### src/rtl/up_state_ctrl.sv
// up_state_ctrl: copies BOOT_WORDS words from storage into memory after reset,
// then arbitrates core pause/resume from a debounced push button and core HLT.
module up_state_ctrl #(
  parameter logic [15:0] BOOT_WORDS      = 16'd1024,  // legal range 1..32768
  parameter logic [15:0] DEBOUNCE_CYCLES = 16'd50000
) (
  input  logic        i_clk,
  input  logic        i_rst,
  input  logic        i_pauseBtn,
  input  logic        i_coreHLT,
  input  logic        i_smNowPaused,
  output logic        o_smIsBooted,
  output logic        o_smStartPause,
  output logic        o_stoReq,
  output logic [14:0] o_stoAddr,
  input  logic        i_stoAck,
  input  logic [15:0] i_stoData,
  output logic        o_bootOwnsMem,
  output logic [15:0] o_memAddr,
  output logic [15:0] o_memDataOut,
  output logic        o_memWr,
  output logic [2:0]  o_state
);

  typedef enum logic [2:0] {
    BOOT_REQ = 3'd0,
    BOOT_WR  = 3'd1,
    RUN      = 3'd2,
    PAUSING  = 3'd3,
    PAUSED   = 3'd4
  } state_e;

  // BOOT_WORDS = 32768 wraps to 0 in 15 bits, so the last index is still 0x7FFF.
  localparam logic [14:0] LAST_WORD = BOOT_WORDS[14:0] - 15'd1;
  localparam logic [15:0] DB_LAST   = DEBOUNCE_CYCLES - 16'd1;

  state_e      state_q, state_d;
  logic [14:0] cnt_q, cnt_d;
  logic [15:0] data_q, data_d;

  logic        sync1_q, sync2_q;
  logic        filt_q, filt_d;
  logic        filt_dly_q;
  logic [15:0] db_cnt_q, db_cnt_d;
  logic        press;

  // Button path: two-flop synchronizer, debounce counter, filtered level history.
  always_ff @(posedge i_clk or posedge i_rst) begin
    if (i_rst) begin
      sync1_q    <= 1'b0;
      sync2_q    <= 1'b0;
      filt_q     <= 1'b0;
      filt_dly_q <= 1'b0;
      db_cnt_q   <= '0;
    end else begin
      // NOTE: non-blocking assignments so every flop samples its pre-edge inputs;
      // blocking ones here would collapse the synchronizer into a single stage.
      sync1_q    <= i_pauseBtn;
      sync2_q    <= sync1_q;
      filt_q     <= filt_d;
      filt_dly_q <= filt_q;
      db_cnt_q   <= db_cnt_d;
    end
  end

  // Debouncer: accept a new level after DEBOUNCE_CYCLES consecutive differing samples.
  always_comb begin
    // NOTE: every signal gets a default first, so no path can infer a latch.
    filt_d   = filt_q;
    db_cnt_d = '0;
    if (sync2_q != filt_q) begin
      if (db_cnt_q == DB_LAST) begin
        filt_d = sync2_q;
      end else begin
        db_cnt_d = db_cnt_q + 16'd1;
      end
    end
  end

  // One-cycle press pulse on the first cycle the filtered level reads high.
  assign press = filt_q & ~filt_dly_q;

  // Controller state, boot word counter and latched storage data.
  always_ff @(posedge i_clk or posedge i_rst) begin
    if (i_rst) begin
      state_q <= BOOT_REQ;
      cnt_q   <= '0;
      data_q  <= '0;
    end else begin
      state_q <= state_d;
      cnt_q   <= cnt_d;
      data_q  <= data_d;
    end
  end

  // Next-state and output decode; presses outside RUN/PAUSED fall through unused.
  always_comb begin
    state_d        = state_q;
    cnt_d          = cnt_q;
    data_d         = data_q;
    o_stoReq       = 1'b0;
    o_stoAddr      = '0;
    o_bootOwnsMem  = 1'b0;
    o_memWr        = 1'b0;
    o_memAddr      = '0;
    o_memDataOut   = '0;
    o_smIsBooted   = 1'b1;
    o_smStartPause = 1'b0;

    unique case (state_q)
      BOOT_REQ: begin
        o_stoReq      = 1'b1;
        o_stoAddr     = cnt_q;
        o_bootOwnsMem = 1'b1;
        o_smIsBooted  = 1'b0;
        if (i_stoAck) begin
          data_d  = i_stoData;
          state_d = BOOT_WR;
        end
      end
      BOOT_WR: begin
        o_bootOwnsMem = 1'b1;
        o_smIsBooted  = 1'b0;
        o_memWr       = 1'b1;
        o_memAddr     = {1'b0, cnt_q};
        o_memDataOut  = data_q;
        if (cnt_q == LAST_WORD) begin
          state_d = RUN;
        end else begin
          cnt_d   = cnt_q + 15'd1;
          state_d = BOOT_REQ;
        end
      end
      RUN: begin
        if (press || i_coreHLT) state_d = PAUSING;
      end
      PAUSING: begin
        o_smStartPause = 1'b1;
        if (i_smNowPaused) state_d = PAUSED;
      end
      PAUSED: begin
        o_smStartPause = ~press;
        if (press) state_d = RUN;
      end
      default: state_d = BOOT_REQ;
    endcase
  end

  assign o_state = state_q;

endmodule

### config.mk
export PLATFORM = sky130hd
export DESIGN_NAME = up_state_ctrl
export DESIGN_NICKNAME = d
export VERILOG_FILES = /design/src/rtl/up_state_ctrl.sv
export SDC_FILE = /design/constraint.sdc
export NUM_CORES = 1
export LEC_CHECK = 0
export ABC_AREA = 1
export ABC_CLOCK_PERIOD_IN_PS = 2300
export CORE_AREA = 5 5 84 86
export CTS_BUF_LIST = sky130_fd_sc_hd__clkbuf_8
export DETAILED_ROUTE_END_ITERATION = 12
export DIE_AREA = 0 0 89 91
export PLACE_DENSITY = 0.8
export SLEW_MARGIN = 30
export SYNTH_ARGS = -nofsm -noshare
export SYNTH_HDL_FRONTEND = slang
export SYNTH_SLANG_ARGS = --single-unit
### constraint.sdc
create_clock -name i_clk -period 2.3 [get_ports i_clk]
set_clock_uncertainty 0.05 [all_clocks]
set_input_delay 0.46 -clock i_clk [delete_from_list [all_inputs] [get_ports i_clk]]
set_output_delay 0.46 -clock i_clk [all_outputs]
set_load 0.005 [all_outputs]
# Word level (Yosys, flattened, before mapping)
# Cells that the tools add are included.
# classes
n_bitwise	4
n_eq_ne	11
mux	16
n_reduce_logical	7
add_sub_neg	2
# op_table
cell	count
$mux 16	3
$mux 15	2
$add 16x1->16 const B	1
$eq 16x16->1 const B	1
$add 15x1->15 const B	1
$eq 15x10->1 const B	1
$pmux 3 s5	1
$mux 3	4
$ne 2x2->1 const B	4
$eq 3x2->1 const B	2
$reduce_and 2->1	3
$mux 1	4
$reduce_and 4->1	1
$eq 3x1->1 const B	1
$eq 3x3->1 const B	1
$logic_not 3->1	1
$not 1->1	3
$mux 2	1
$pmux 1 s2	1
$reduce_or 2->1	1
$and 1x1->1	1
$logic_or 1x1->1	1
$ne 1x1->1	1
# totals
reg_bits	54
output_inout_bits	55
word_cells	48
in_bits	22

# Logic depth before layout (Yosys ltp)
# logic_depth
word_depth	5
ltp_mapped	10
depth_no_buf	9

# Worst setup path before layout
# No wires, ideal clock.
# synth_path
path_type	register to output
from	register state_q[2], in the netlist o_state[2]
to	output o_memAddr[0]
stages_incl_launch_ff	7
setup_slack_ps	552
arrival_ps	1238
t_required_ps	1790
path_buffers	1
cell_sequence	dfrtp_1 -> nor2_2 -> inv_1 -> nor2_4 -> inv_1 -> buf_2 -> nor2_1
# synth_via
elab_chain_len	2
# synth_lines
item	line	rtl
from (decl)	37	state_e state_q, state_d;
from (signal assigned)	90	state_q <= state_d;
$eq 3x1->1	110	unique case (state_q)
$mux 15	110	
to (decl)	19	output logic [15:0] o_memAddr,
# No other way between the ends.

# Worst setup path in the final report
# layout_path
from	register state_q[2], in the netlist o_state[2]
to	output o_stoAddr[13]
# layout_via
elab_chain_len	2
# layout_lines
item	line	rtl
$logic_not 3->1	110	
$mux 15	110	
to (decl)	15	output logic [14:0] o_stoAddr,
# No other way between the ends.

==> metrics.cfg <==
[clock_network]
clock-sinks=54
cts_htree_levels=2
cts_root_buffer=clkbuf_8
clockBufferDepth=2
clkTransAtPathRegs_ns=0.10
cts_tree=built
clk_latency_ns=0.31
numCtsBuffers=5

[detailed_routing]
wl_um=7525
drc=0
drtIter0Drc=206
ant_nets=0
via_count=2947
wl_per_cell_um=12.63
vias_per_cell=4.945
first_pass_iters=5

[setup_path]
path_max_fanout=9
r2r_end=cnt_q[14]
worstPathArrival_ns=1.72
worstReg2RegStart=cnt_q[0]
worst_path_max_delay_cell=clkdlybuf4s50_1
cp-start-kind=flip-flop
worst-setup-path-type=reg2out
slowest_delay_ns=0.51
cpLargestDelayFamily=buffers and inverters
r2r_cells=8
cp.buffers_inverters=2
crit_path_end_kind=output port
worstPathCellList=nor2_2 > buf_6 > nand2_8 > nor2_1 > clkdlybuf4s50_1
ff2ff_setup_slack_ns=0.39
worstPathRequired_ns=1.79

[die]
die-area_um2=8099
ios=77
die_h_um=91
die_x_um=89
core-area_um2=6205
num_rows=29
initial_core_util_pct=48.96

[yosys]
async_reset_ff_share_pct=100.0
ys_top_cells_by_area=dfrtp_1 (44%), nor2_1 (14%), nand2_1 (14%)
synth_commonest_cells=nor2_1 (113), nand2_1 (110), inv_1 (58)
seq_area_frac_synth_pct=44.48
yosysWarnings=0
synth_cell_types=27
synth_cells=435
syn_area_per_cell_um2=6.984
synthesis.area_um2=3038
yosysTopAreaCell=dfrtp_1
synth_top_area_share_pct=44.48
yosysMostFrequentCell=nor2_1
synth_flop_cell=dfrtp_1
ys_ff_latch=54
synth_edf_count=0
synth_nets=459

[status]
outcome=finished, final reports clean

[flow_run]
cap_violations=0

[placement]
gp_congestion=0.9006
dpl.hpwl_um=5373
place_ws_ns=0.1886
port_buffers=75

[worst_hold_path]
hold_class=reg2reg
min-delay-start=sync1_q
min_to=sync2_q
hold_path_depth=0

[global_route]
use_met3_pct=5.339
grt_busiest_layer=met2
grt_max_degree=36
grt_pass1_wl_um=12480
grtUsageTotal_pct=18.92
use_met1_pct=26.48
antenna_found_initial=0
grt_pass1_vias=2790
met2_usage_pct=28.65
overflow=0

[sta]
setup_viol=0
maxSlewViolCount=0
max_clock_freq_ghz=0.4491
period_share_pct=96.81
rsz0062_at_grt=true
layout_setup_ws_ns=0.07344
hold_slack_ns=0.3118
setup_tns_ns=0
finalHoldViolations=0
min_period_ns=2.227

[final_layout]
diodes=0
drive_gt1_share_pct=6.744
area_growth_pct=33.48
fillCellCount=552
nNetsFinal=542

[power_and_ir_drop]
p_total_mw=3.789
p_leak_nw=2.193
power_density_nw_per_um2=934.4
ir_drop_uv=685.5

cell type report:
| class | instances | area (um^2) | share of cell area [%] |
|---|---|---|---|
| multi-input combinational | 312 | 1440 | 35.51 |
| sequential | 54 | 1351 | 33.32 |
| timing repair buffer | 86 | 848.3 | 20.92 |
| inverter | 59 | 224.0 | 5.523 |
| tap | 77 | 96.34 | 2.376 |
| clock buffer | 6 | 82.58 | 2.036 |
| clock inverter | 2 | 12.51 | 0.3085 |
kinds of logic (layout without fill, tap and decap cells):
logic type,count (synthesis),count (layout),synth area share (%)
AO/OA/AOI/OAI,31,31,5.313
XOR/XNOR,13,13,3.748
adder cells (fa/ha/maj),2,2,0.8236
buffers and inverters,70,153,9.637
flip-flops,54,54,44.48
other,1,1,0.1234
AND/OR/NAND/NOR,264,265,35.87
worst register-to-register path, stage by stage (launching register included):
cell and delay [ns]:
dfrtp_1 0.45, ha_1 0.32, nand3_2 0.18, nor3_4 0.21, nand2_2 0.11, nand2_4 0.18, inv_2 0.16, nand2_1 0.10
nand2_1 0.05
layout by cell type, fill, tap and decap left out:
cell type        Yosys  final
a21oi_1             22     22
nor3b_1              2      2
nor3_1               5      5
nor3_4               1      1
o21ai_0              6      6
buf_12               0      2
nand4_1              7      7
clkbuf_8             0      6
nor2_1             113    110
nand2_1            110    110
o21bai_1             2      2
buf_6                2      1
xnor2_1              6      6
nand2_2              3      2
clkdlybuf4s50_1      0     34
a31oi_1              1      1
inv_6                0      1
buf_4                2      8
xor2_1               7      7
nand2_4              1      1
inv_2                1      3
dlymetal6s2s_1       0     10
nand3_1             19     18
nor2_2               1      4
conb_1               1      1
dlygate4sd2_1        0     31
inv_1               58     56
nand3_2              1      2
ha_1                 2      2
nand2_8              0      2
inv_4                0      1
dfrtp_1             54     54
nor2_4               1      1
routing by layer:
metal / wire (um) / part of all wire, % / vias to the layer above
met4: 110 / 1.5 / 0
met3: 559 / 7.4 / 11
li1: - / - / 1487
met2: 3410 / 45 / 97
met5: 0 / 0 / -
met1: 3444 / 46 / 1352
sequential cells by signal, summed over array words and instances (netlist names):
| register | count |
|---|---|
| sync2_q | 1 |
| filt_q | 1 |
| sync1_q | 1 |
| o_state | 3 |
| data_q | 16 |
| filt_dly_q | 1 |
| cnt_q | 15 |
| db_cnt_q | 16 |
per-stage QoR:
step	cells	area, um^2	utilization [%]
after floorplan	435	3038	-
after global placement	584	3886	62.63
after detailed placement	584	3886	62.63
after CTS	593	3968	63.94
after global routing	596	4055	65.36
final	596	4055	65.36
power by group:
group	switching [mW]	leakage, nW	total [mW]	internal (mW)
sequential	0.115	0.690	1.26	1.14
combinational	1.10	1.45	1.96	0.859
clock	0.321	0.0530	0.566	0.245
worst max path at each step:
stage / slack [ns] / to / cells after the start / start
after global placement: 0.24 / o_memDataOut[5] / 7 / o_state[2]
final: 0.07 / o_stoAddr[13] / 5 / o_state[2]
after detailed placement: 0.19 / o_memAddr[10] / 7 / o_state[2]
after floorplan: 0.48 / cnt_q[0] / 1 / i_rst
after global routing: -0.01 / o_stoAddr[13] / 5 / o_state[2]
after CTS: 0.01 / o_stoAddr[9] / 5 / o_state[2]
timing repair:
item                                    4_1_cts  5_1_grt
endpoints found under the hold margin         0        0
pin swaps                                     0        0
cloned                                        0        1
buffers inserted                              1        2
resized for setup                            36       19
endpoints found under the setup margin       47       17
hold buffers                                  0        0
No activity file was read; power rests on OpenSTA's default activity.
==> variant: new RTL, config.mk and constraints unchanged <==
Set the parameter `BOOT_WORDS` to 16'd768 (it was 16'd1024).
--- a/src/rtl/up_state_ctrl.sv
+++ b/src/rtl/up_state_ctrl.sv
@@ -2,5 +2,5 @@
 // then arbitrates core pause/resume from a debounced push button and core HLT.
 module up_state_ctrl #(
-  parameter logic [15:0] BOOT_WORDS      = 16'd1024,  // legal range 1..32768
+  parameter logic [15:0] BOOT_WORDS      = 16'd768,  // legal range 1..32768
   parameter logic [15:0] DEBOUNCE_CYCLES = 16'd50000
 ) (
Behaviour: same outputs for any inputs over 10 cycles, from zero or initial values and one cycle with i_rst high; that may be too few to reach the edited logic, so the function may still have changed.
==> variant against the unedited design <==
  * Wire length increased by 1.2%
  * Via count down 4.7%
  * Final area increased by 3.9%
  * Sequential cell count is the same
  * Area after synthesis decreased by 0.16%
  * Count of clock-buffer cells in the layout did not move
  * Die area unchanged
  * Core utilization grew 2.6 points
  * Setup slack worse by 0.011 ns
Power is not compared: it rests on default switching activity, and its combinational part moved more than twofold at a synthesized area within 25%.
==> variant: results (changes against the unedited design) <==
power:
  p_leak_nw: 2.659
synth:
  synth_area_leaders: "dfrtp_1, nor2_1, nand2_1, inv_1, a21oi_1"
  synth_cells: 409  # -6.0%
  yosys.area_share.xor_xnor_pct: 4.290  # +0.54 points
  synth-compound-area-share_pct: 7.054  # +1.7 points
  synthTopCellsByCount: "nor2_1, nand2_1, inv_1, dfrtp_1, a21oi_1"
  synth_cell_types: 32  # +19%
  seq_area_frac_synth_pct: 44.55  # +0.073 points
  synth_fp_nets: 433  # -5.7%
  ys_warn_count: 0  # unchanged
  async_flop_share_pct: 100.0  # unchanged
  synthAdderAreaFrac_pct: 0.8251  # +0.0014 points
  synthMuxAreaShare_pct: 0  # unchanged
global_routing:
  antenna_found_initial: 0  # unchanged
  grt_pass1_vias: 2721  # -2.5%
  grt_pass1_wl_mm: 12.43  # -0.39%
  grtUsageTotal_pct: 19.09  # +0.17 points
  grt_max_degree: 33  # -8.3%
  overflow: 0  # unchanged
clock_network:
  clk_latency_ns: 0.31  # about the same
  clock-root-buffer: "clkbuf_8"
  clk_path_buf_depth: 2  # unchanged
  cts_buffers: 5  # unchanged
  cts.htree.levels: 2  # unchanged
run_status:
  outcome: "finished clean"
route:
  drtIter0Drc: 144  # -30%
  routed_wl_mm: 7.619  # +1.2%
  dr_total_vias: 2809  # -4.7%
  via_per_inst: 4.885  # -1.2%
place:
  dp_cells: 559  # -4.3%
  dp_slack_ns: 0.2418  # +0.05326 ns
  dp_hpwl_mm: 5.466  # +1.7%
  routabilityCongestion: 0.8640  # -4.1%
critical_path:
  r2r_slack_ns: 0.55  # +0.16 ns
  crit_slowest_cell: "clkdlybuf4s50_1"
  cp_max_fo: 16  # +7
  worstSetupEndpoint: "o_stoAddr[7]"
  arrival_ns: 1.73
  critPathMaxStageDelay_ns: 0.51  # about the same
  worstSetupPathType: "register to output pin"
  crit_path_start: "o_state[1]"
  reg2reg_to: "cnt_q[8]"
  r2r_start: "cnt_q[0]"
sta:
  post-route-period-util_pct: 97.30  # +0.49 points
  slew_headroom_pct: 62.66
final_layout:
  diodes: 0  # unchanged
  filler_cell_count: 503  # -8.9%
  layout-drive-gt1-share_pct: 11.85  # +5.1 points
  fin_nets: 521  # -3.9%
worst_hold_path:
  holdCritPathClass: "register to register"
[variant: cell types whose count changed in the layout (fill, tap and decap cells not counted), sizes merged, moves of 3 or more]
cell,change
o21ai,+7
nand2,-37
dlygate4sd2,-30
buf,+3
clkinv,+3
nor2,+5
dlymetal6s2s,+32
[variant: timing repair]
item                                    CTS  global route
gates cloned                              0             1
buffers inserted                          3             4
endpoints found under the setup margin   45            45
resized for setup                         6            48
hold buffers                              0             0
pin swaps                                 0             1
[variant: metal layers]
layer  wire, µm  track usage (%)
met5          0                0
met1       3267            25.07
met3        485            5.339
met4         34            4.467
met2       3832            31.25
[variant: cell type report]
| cell class | instances | area (µm²) | share of cell area (%) |
|---|---|---|---|
| tap | 77 | 96.34 | 2.286 |
| timing repair buffer | 90 | 1021 | 24.22 |
| multi-input combinational | 283 | 1406 | 33.36 |
| clock inverter | 2 | 17.52 | 0.4156 |
| inverter | 63 | 237.7 | 5.640 |
| sequential | 54 | 1354 | 32.12 |
| clock buffer | 6 | 82.58 | 1.959 |
[variant: logic make-up (layout without fill, tap and decap cells)]
family | Yosys count | in the layout
AND/OR/NAND/NOR | 230 | 230
buffers and inverters | 72 | 161
flip-flops | 54 | 54
AO/OA/AOI/OAI | 36 | 36
XOR/XNOR | 14 | 14
adder cells (fa/ha/maj) | 2 | 2
other | 1 | 1
[variant: worst max-delay path, delay by kind of cell (launching register included)]
kind / cells / cell delay [ns]
flops: 1 / 0.44
simple gates: 3 / 0.33
buf+inv: 2 / 0.65
[variant: worst min-delay path by stage]
stage                     startpoint  endpoint  slack (ns)
after CTS                    sync1_q   sync2_q        0.31
after global routing         sync1_q   sync2_q        0.34
after floorplan              sync1_q   sync2_q        0.28
final                        sync1_q   sync2_q        0.31
after detailed placement     sync1_q   sync2_q        0.29
after global placement       sync1_q   sync2_q        0.28
[variant: power breakdown]
group          internal [W]  switching, W
clock              0.000249      0.000325
combinational     0.0000424     0.0000374
sequential         0.000955    0.00000421
[variant: stage by stage]
stage                     setup TNS [ns]  power (W)  utilization (%)  area [µm²]
final                                  0   0.001612            67.94        4215
after global routing            -0.03532   0.001681            67.94        4215
after CTS                              0   0.001623            65.01        4034
after detailed placement               0   0.001058            62.75        3894
after global placement                 0   0.001057            62.75        3894
after floorplan                        0   0.001006                -        3033
